--- src/rtl/rf_wb_pkg.sv ---
// Shared constants and write-back source encoding for the RegisterFile write-port scheduler.
package rf_wb_pkg;

    localparam int DATA_W    = 8;
    localparam int PTR_W     = 4;
    localparam int REG_COUNT = 2 ** PTR_W;

    typedef enum logic [1:0] {
        SRC_NONE = 2'd0,
        SRC_ALU  = 2'd1,
        SRC_LSU  = 2'd2
    } wb_src_e;

endpackage

--- src/rtl/rf_wb_fifo.sv ---
// Small power-of-two FIFO buffering LSU results until the shared write port is free.
module rf_wb_fifo
    import rf_wb_pkg::*;
#(
    parameter int WIDTH = DATA_W + PTR_W,
    parameter int DEPTH = 2
) (
    input  logic             clk,
    input  logic             reset,
    input  logic             push,
    input  logic             pop,
    input  logic [WIDTH-1:0] push_data,
    output logic             full,
    output logic             empty,
    output logic [WIDTH-1:0] head
);

    localparam int AW = $clog2(DEPTH);
    localparam int CW = AW + 1;

    logic [WIDTH-1:0] mem_q [DEPTH];
    logic [AW-1:0]    wr_ptr_q, wr_ptr_d;
    logic [AW-1:0]    rd_ptr_q, rd_ptr_d;
    logic [CW-1:0]    count_q, count_d;
    logic             do_push, do_pop;

    assign full  = (count_q == CW'(DEPTH));
    assign empty = (count_q == '0);
    assign head  = mem_q[rd_ptr_q];

    // A pop frees its slot at the same edge, so a push into a full FIFO is legal alongside it.
    assign do_push = push & (!full | pop);
    assign do_pop  = pop & !empty;

    always_comb begin
        // NOTE: every always_comb output gets a default first so no latch is inferred.
        wr_ptr_d = wr_ptr_q;
        rd_ptr_d = rd_ptr_q;
        count_d  = count_q;
        if (do_push) wr_ptr_d = AW'(wr_ptr_q + 1'b1);
        if (do_pop)  rd_ptr_d = AW'(rd_ptr_q + 1'b1);
        case ({do_push, do_pop})
            2'b10:   count_d = count_q + 1'b1;
            2'b01:   count_d = count_q - 1'b1;
            default: count_d = count_q;
        endcase
    end

    always_ff @(posedge clk) begin
        // NOTE: sequential state uses non-blocking assignments only.
        if (reset) begin
            wr_ptr_q <= '0;
            rd_ptr_q <= '0;
            count_q  <= '0;
        end else begin
            wr_ptr_q <= wr_ptr_d;
            rd_ptr_q <= rd_ptr_d;
            count_q  <= count_d;
        end
    end

    // NOTE: storage is not reset; the count alone decides which entries are valid.
    always_ff @(posedge clk) begin
        if (do_push) mem_q[wr_ptr_q] <= push_data;
    end

endmodule

--- src/rtl/rf_wb_scheduler.sv ---
// Arbitrates the RegisterFile write port between ALU and LSU and keeps the busy scoreboard.
// Optional checker (wb_err) is built when RF_WB_CHECK_EN is defined.
module rf_wb_scheduler
    import rf_wb_pkg::*;
#(
    parameter int DATA_W         = rf_wb_pkg::DATA_W,
    parameter int PTR_W          = rf_wb_pkg::PTR_W,
    parameter int REG_COUNT      = 2 ** PTR_W,
    parameter int LSU_FIFO_DEPTH = 2
) (
    input  logic                 clk,
    input  logic                 reset,
    input  logic                 alu_wb_valid,
    input  logic [PTR_W-1:0]     alu_wb_dst,
    input  logic [DATA_W-1:0]    alu_wb_data,
    input  logic                 lsu_wb_valid,
    output logic                 lsu_wb_ready,
    input  logic [PTR_W-1:0]     lsu_wb_dst,
    input  logic [DATA_W-1:0]    lsu_wb_data,
    input  logic                 iss_valid,
    input  logic                 iss_has_dst,
    input  logic [PTR_W-1:0]     iss_dst,
    input  logic [PTR_W-1:0]     iss_src_0,
    input  logic [PTR_W-1:0]     iss_src_1,
    input  logic [PTR_W-1:0]     iss_src_2,
    output logic                 iss_stall,
`ifdef RF_WB_CHECK_EN
    output logic                 wb_err,
`endif
    output logic                 rf_we,
    output logic [PTR_W-1:0]     rf_dst,
    output logic [DATA_W-1:0]    rf_data,
    output logic [REG_COUNT-1:0] busy
);

    localparam int EW = DATA_W + PTR_W;

    wb_src_e              src_sel;
    logic                 fifo_full, fifo_empty, fifo_push, fifo_pop;
    logic [EW-1:0]        fifo_head;
    logic [PTR_W-1:0]     head_dst;
    logic [DATA_W-1:0]    head_data;
    logic                 issue_fire;

    logic                 rf_we_q, rf_we_d;
    logic [PTR_W-1:0]     rf_dst_q, rf_dst_d;
    logic [DATA_W-1:0]    rf_data_q, rf_data_d;
    logic [REG_COUNT-1:0] busy_q, busy_d;

    assign lsu_wb_ready = !fifo_full;
    assign fifo_push    = lsu_wb_valid & lsu_wb_ready;
    assign fifo_pop     = (src_sel == SRC_LSU);
    assign head_dst     = fifo_head[EW-1:DATA_W];
    assign head_data    = fifo_head[DATA_W-1:0];

    rf_wb_fifo #(
        .WIDTH (EW),
        .DEPTH (LSU_FIFO_DEPTH)
    ) u_fifo (
        .clk       (clk),
        .reset     (reset),
        .push      (fifo_push),
        .pop       (fifo_pop),
        .push_data ({lsu_wb_dst, lsu_wb_data}),
        .full      (fifo_full),
        .empty     (fifo_empty),
        .head      (fifo_head)
    );

    // No bypass: a register stays busy until the edge that commits it.
    assign iss_stall  = iss_valid & (busy_q[iss_src_0] | busy_q[iss_src_1] | busy_q[iss_src_2]
                                     | (iss_has_dst & busy_q[iss_dst]));
    assign issue_fire = iss_valid & !iss_stall & iss_has_dst;

    always_comb begin
        src_sel   = SRC_NONE;
        rf_dst_d  = rf_dst_q;
        rf_data_d = rf_data_q;
        if (alu_wb_valid)     src_sel = SRC_ALU;
        else if (!fifo_empty) src_sel = SRC_LSU;
        case (src_sel)
            SRC_ALU: begin
                rf_dst_d  = alu_wb_dst;
                rf_data_d = alu_wb_data;
            end
            SRC_LSU: begin
                rf_dst_d  = head_dst;
                rf_data_d = head_data;
            end
            default: ;
        endcase
        rf_we_d = (src_sel != SRC_NONE);

        // Clear first so a same-cycle set on the same register wins.
        busy_d = busy_q;
        if (rf_we_q)    busy_d[rf_dst_q] = 1'b0;
        if (issue_fire) busy_d[iss_dst]  = 1'b1;
    end

    always_ff @(posedge clk) begin
        if (reset) begin
            rf_we_q   <= 1'b0;
            rf_dst_q  <= '0;
            rf_data_q <= '0;
            busy_q    <= '0;
        end else begin
            rf_we_q   <= rf_we_d;
            rf_dst_q  <= rf_dst_d;
            rf_data_q <= rf_data_d;
            busy_q    <= busy_d;
        end
    end

    assign rf_we   = rf_we_q;
    assign rf_dst  = rf_dst_q;
    assign rf_data = rf_data_q;
    assign busy    = busy_q;

`ifdef RF_WB_CHECK_EN
    logic             wb_err_q, wb_err_d;
    logic [PTR_W:0]   starve_cnt_q, starve_cnt_d;

    always_comb begin
        wb_err_d     = wb_err_q;
        starve_cnt_d = '0;
        if (src_sel != SRC_NONE && !busy_q[rf_dst_d]) wb_err_d = 1'b1;
        if (alu_wb_valid & lsu_wb_valid & !lsu_wb_ready) begin
            starve_cnt_d = (starve_cnt_q == (PTR_W+1)'(REG_COUNT)) ? starve_cnt_q
                                                                   : starve_cnt_q + 1'b1;
        end
        if (starve_cnt_d == (PTR_W+1)'(REG_COUNT)) wb_err_d = 1'b1;
    end

    always_ff @(posedge clk) begin
        if (reset) begin
            wb_err_q     <= 1'b0;
            starve_cnt_q <= '0;
        end else begin
            wb_err_q     <= wb_err_d;
            starve_cnt_q <= starve_cnt_d;
        end
    end

    assign wb_err = wb_err_q;
`endif

endmodule

--- config.mk ---
export PLATFORM = sky130hd
export DESIGN_NAME = rf_wb_scheduler
export DESIGN_NICKNAME = d
export VERILOG_FILES = /design/src/rtl/rf_wb_pkg.sv /design/src/rtl/rf_wb_fifo.sv /design/src/rtl/rf_wb_scheduler.sv
export SDC_FILE = /design/constraint.sdc
export NUM_CORES = 1
export LEC_CHECK = 0
export CAP_MARGIN = 20
export CORE_MARGIN = 2
export CORE_UTILIZATION = 25
export DETAILED_ROUTE_END_ITERATION = 7
export GPL_ROUTABILITY_DRIVEN = 0
export MAX_ROUTING_LAYER = met4
export SLEW_MARGIN = 20
export SYNTH_ARGS = -nofsm -noshare
export SYNTH_HDL_FRONTEND = slang
export SYNTH_SLANG_ARGS = --single-unit
--- constraint.sdc ---
create_clock -name clk -period 4.1 [get_ports clk]
set_input_delay 1.23 -clock clk [delete_from_list [all_inputs] [get_ports clk]]
set_output_delay 1.23 -clock clk [all_outputs]
set_load 0.02 [all_outputs]
== After elaboration in Yosys (flattened, before gate mapping) ==
Memory sizes are Yosys's and may differ from the RTL's. A register that Yosys moved wholly into a read port is not among the register bits.
Cells that the tools add are included.

* Register bits after elaboration: 33
* Bits in writable memories: 24
* Bits of input ports: 46
* Memories kept: 1

{| class="wikitable"
|+ Memory list
! memory !! words !! bits a word !! read ports !! clocked after Yosys merged registers in !! write ports !! line !! text
|-
| u_fifo.mem_q || 2 || 12 || 1 || 1 || 1 || rf_wb_fifo.sv:21 || <nowiki>logic [WIDTH-1:0] mem_q [DEPTH];</nowiki>
|}

* Add/subtract/negate cells: 4
* Magnitude comparators: 7
* Eq/ne operators: 5
* Multiplexer cells: 23
* Bitwise logic cells: 14
* Reduce and logical (&&, ||, !) cells: 9

{| class="wikitable"
|+ Operator list
! cell !! count
|-
| 16-bit 2-to-1 mux || 2
|-
| 4-bit by 5-bit less-than comparator with 1-bit output (second input constant) || 5
|-
| 16-bit AND || 1
|-
| 1-bit binary-select mux with 4-bit select || 4
|-
| 16-bit NOT || 1
|-
| 16-bit bitwise OR || 1
|-
| 8-bit one-hot mux with 2 select lines || 1
|-
| 1-bit 2-to-1 mux || 10
|-
| 1-bit demux with 4-bit select || 2
|-
| 4-bit by 1-bit >= comparator with 1-bit output (second input constant) || 2
|-
| 4-bit one-hot mux with 2 select lines || 1
|-
| 1-bit AND || 7
|-
| 2-bit == test (second input constant) || 3
|-
| 2-bit nonzero test || 3
|-
| 2-bit by 1-bit == test with 1-bit output (second input constant) || 2
|-
| 2-bit 2-to-1 mux || 2
|-
| 1-bit bitwise OR || 4
|-
| 2-bit one-hot mux with 2 select lines || 1
|-
| 1-bit zero test || 3
|-
| 1-bit adder (second input constant) || 2
|-
| 2-bit by 1-bit adder with 2-bit output (second input constant) || 1
|-
| 1-bit logical AND || 2
|-
| 2-bit zero test || 1
|-
| 2-bit by 1-bit subtractor with 2-bit output (second input constant) || 1
|}

== Logic depth before layout (Yosys ltp) ==
* Depth after elaboration: 10
* Gate-level depth with buffers: 9
* Depth with buffers taken out: 6

== Hierarchy ==
A second synthesis with hierarchy kept.

* Cells, all modules: 259
* Area total of the unflattened synthesis: 3006.6 um^2

{| class="wikitable"
|+ By module, submodules not included
! module !! instances !! cells each !! area an instance (um^2) !! seq. area each (um^2)
|-
| rf_wb_scheduler || 1 || 195 || 1893.1 || 580.6
|-
| rf_wb_fifo || 1 || 64 || 1113.6 || 820.8
|}

== Worst setup path before layout ==
No wires, ideal clock.

* Path type: input to output
* Start: input port iss_dst[3]
* End: output port iss_stall
* Arrival: 2.551 ns
* Required time: 2.870 ns
* Setup slack: 0.319 ns
* Stages on the path: 6
* Buffers on the path: 1
* Cell sequence: buf_2 mux2i_1 mux4_2 mux2i_1 nand2_1 a31oi_1

* Cells in the longest elaborated chain, start to end: 5

{| class="wikitable"
|+ RTL lines
! item !! line !! text
|-
| start, declared || rf_wb_scheduler.sv:22 || <nowiki>input logic [PTR_W-1:0] iss_dst,</nowiki>
|-
| 1-bit binary-select mux with 4-bit select || rf_wb_scheduler.sv:72 || <nowiki>| (iss_has_dst & busy_q[iss_dst]));</nowiki>
|-
| 1-bit 2-to-1 mux (not written as such) || rf_wb_scheduler.sv:72 ||
|-
| 1-bit AND || rf_wb_scheduler.sv:72 ||
|-
| 1-bit bitwise OR || rf_wb_scheduler.sv:72 ||
|-
| 1-bit AND || rf_wb_scheduler.sv:71 || <nowiki>assign iss_stall = iss_valid & (busy_q[iss_src_0] | busy_q[iss_src_1] | busy_q[iss_src_2]</nowiki>
|-
| end, declared || rf_wb_scheduler.sv:26 || <nowiki>output logic iss_stall,</nowiki>
|}

No other way between the ends. The select of a mux whose other input is x is not followed.

== Worst setup path in the final report ==
* Start: input port iss_src_2[0]
* End: output port iss_stall

* Cells in the longest elaborated chain, start to end: 5

{| class="wikitable"
|+ RTL lines
! item !! line !! text
|-
| start, declared || rf_wb_scheduler.sv:25 || <nowiki>input logic [PTR_W-1:0] iss_src_2,</nowiki>
|-
| 1-bit binary-select mux with 4-bit select || rf_wb_scheduler.sv:71 ||
|-
| 1-bit 2-to-1 mux (not written as such) || rf_wb_scheduler.sv:71 ||
|-
| 1-bit bitwise OR || rf_wb_scheduler.sv:71 ||
|-
| 1-bit bitwise OR || rf_wb_scheduler.sv:72 ||
|-
| 1-bit AND || rf_wb_scheduler.sv:71 ||
|}

No other way between the ends. The select of a mux whose other input is x is not followed.

==> reports/qor.yml <==
yosysTopAreaCell: "edfxtp_1"
vias: 2377
p_per_area_mw_per_mm2: 473
period_minus_slack_ps: 4060
grt_pass1_vias: 2423
place_area_mm2: 0.00385
cts_tree: "yes"
r2r_end: "busy[12]"
instances_no_fill: 481
ios: 77
diodes: 0
die_area_mm2: 0.0125
syn_inst: 254
insertion_delay_ps: 320
arrival_ps: 2830
synth_ff_type: "dfxtp_1"
period_share: 0.990
yosysMostFrequentCell: "dfxtp_1"
area_growth_pct: 40.7
wl_per_cell_um: 16.0
drv_slew: 0
via_per_inst: 4.94
grt_pass1_wl_um: 12600
power_w: 0.00194
ctsHtreeMaxLevel: 3
fin_util: 0.360
synth_area_leaders: "edfxtp_1 (25%), dfxtp_1 (23%), mux2i_1 (9.6%), mux4_2 (7.0%), nor2_1 (4.3%)"
vdd_drop_max_uv: 292
startpoint: "iss_src_2[0]"
setup_violations: 0
required_ps: 2870
die_w_um: 112
ys_ff_latch: 58
num_rows: 39
syn_area_mm2: 0.00291
whs_path_depth: 2
wl_um: 7710
syn_area_per_cell_um2: 11.5
grt_use_total: 0.130
ff2ff_path_depth: 6
yosysSeqAreaShare: 0.481
antenna_found_initial: 0
postCtsSetupBuffers: 0
seq_area_mm2: 0.00140
place_inst: 465
critPathLaunchType: "input pin"
ys_warn_count: 0
drc: 0
nets: 380
core-area_mm2: 0.0114
fillers: 1158
drt-initial-drc-count: 84
path_class: "in -> out"
synth_cell_types: 39
max_cap_violations: 0
root_buffer: "clkbuf_16"
cts.clk_slew.worst_paths_ps: 50
finalHoldViolCount: 0
fp.dieH_um: 112
firstDrtPassIters: 4
grt_max_degree: 27
fin_worst_skew_ps: 4.51
initial_utilization: 0.256
r2r-start: "busy[9]"
cts_sinks: 58
max-slew-margin-rel: 0.529
synth_edf_count: 24
io_buffers: 76
status: "finished clean"
drive_gt1_frac: 0.112
worstMarginPinSlew_ps: 705
async_flop_share: 0
max_freq_mhz: 246
netlist.area_leader.share: 0.248
synth_common_cells: "dfxtp_1 (34), nor2_1 (33), mux2i_1 (28)"
final.hold.worst_slack_ps: 513
min_to: "u_fifo.count_q[1]"
leakagePower_nw: 1.47
reg2reg_slack_ps: 1960
grt_setup_unrepaired: "no"
ant_nets: 0
gr-total-overflow: 0
critPathMaxFanout: 4
multi_input_area_mm2: 0.00143
hpwl_um: 5560
clk_path_buf_depth: 2
ctsHoldBuffers: 0
cts_buffers: 9
hold_class: "reg -> reg"
hp-start: "u_fifo.count_q[1]"
end_kind: "output port"
stdcell_area_mm2: 0.00410
syn_nets: 301
## cells in the final DEF, fill, tap and decap left out, drive strengths merged, types with 2 or more instances in the layout
cell type       n
a211oi         12
a21oi          13
a31oi           2
and3            2
buf            11
clkbuf         13
clkdlybuf4s50  69
clkinv          4
dfxtp          34
dlygate4sd2     3
dlymetal6s2s    2
edfxtp         24
inv             2
mux2i          28
mux4           13
nand2           8
nand2b          7
nand3           7
nand3b          7
nor2           34
o211ai          9
o21ai           3
o311ai          3
o31ai           9
o41ai           6
xnor2           2
xor2            2
## flip-flops by register name, indices dropped and copies added, names as in the netlist, named ones only
name and cells:
u_fifo.count_q 2, u_fifo.mem_q 24, rf_data 8, busy 16, u_fifo.rd_ptr_q 1, rf_we 1
rf_dst 4, u_fifo.wr_ptr_q 1
## worst max-delay path: stages
cell	delay, ps
dlygate4sd2_1	320
mux4_1	590
mux2_2	300
o21ai_4	130
a31oi_1	90
buf_2	160
## layout make-up
class / instances / share of cell area
tap: 143 / 0.0437
inverter: 2 / 0.00183
clock buffer: 12 / 0.0577
clock inverter: 4 / 0.00458
multi-input combinational: 176 / 0.348
timing repair buffer: 86 / 0.202
sequential: 58 / 0.342
## power breakdown
group	internal, W	switching (W)
sequential	0.000697	0.0000767
clock	0.000402	0.000232
combinational	0.000245	0.000283
total	0.00134	0.000591
## how the worst max path moves through the flow
stage	depth (start not counted)	slack, ps	to
2_1_floorplan	6	320	iss_stall
3_3_place_gp	7	-590	iss_stall
3_5_place_dp	7	-610	iss_stall
4_1_cts	6	40	iss_stall
5_1_grt	9	5	iss_stall
6_report	6	40	iss_stall
## cell families after synthesis
logic type               after synthesis  share of synthesized area
multiplexers                          42                      0.206
adder cells (fa/ha/maj)                1                    0.00430
AO/OA/AOI/OAI                         57                      0.140
flip-flops                            58                      0.481
AND/OR/NAND/NOR                       72                      0.127
buffers and inverters                 20                     0.0292
XOR/XNOR                               4                     0.0120
## through the flow
step | TNS, ps | worst slack (ps)
3_5_place_dp | -608 | -608
4_1_cts | 0 | 44.1
2_1_floorplan | 0 | 319
5_1_grt | 0 | 4.66
6_report | 0 | 42.1
3_3_place_gp | -585 | -585
## routing by layer
metal / GRT usage / part of all wire / up-vias
met5: - / 0 / -
met4: 0.0519 / 0.0077 / 0
met3: 0.0397 / 0.079 / 7
met2: 0.198 / 0.45 / 91
met1: 0.163 / 0.46 / 1136
li1: - / - / 1143
## what timing repair did
item                       in CTS  in global routing
setup endpoints to repair       1                  1
hold endpoints to repair        0                  0
resized for setup               9                  4
(Power assumes the default switching activity.)
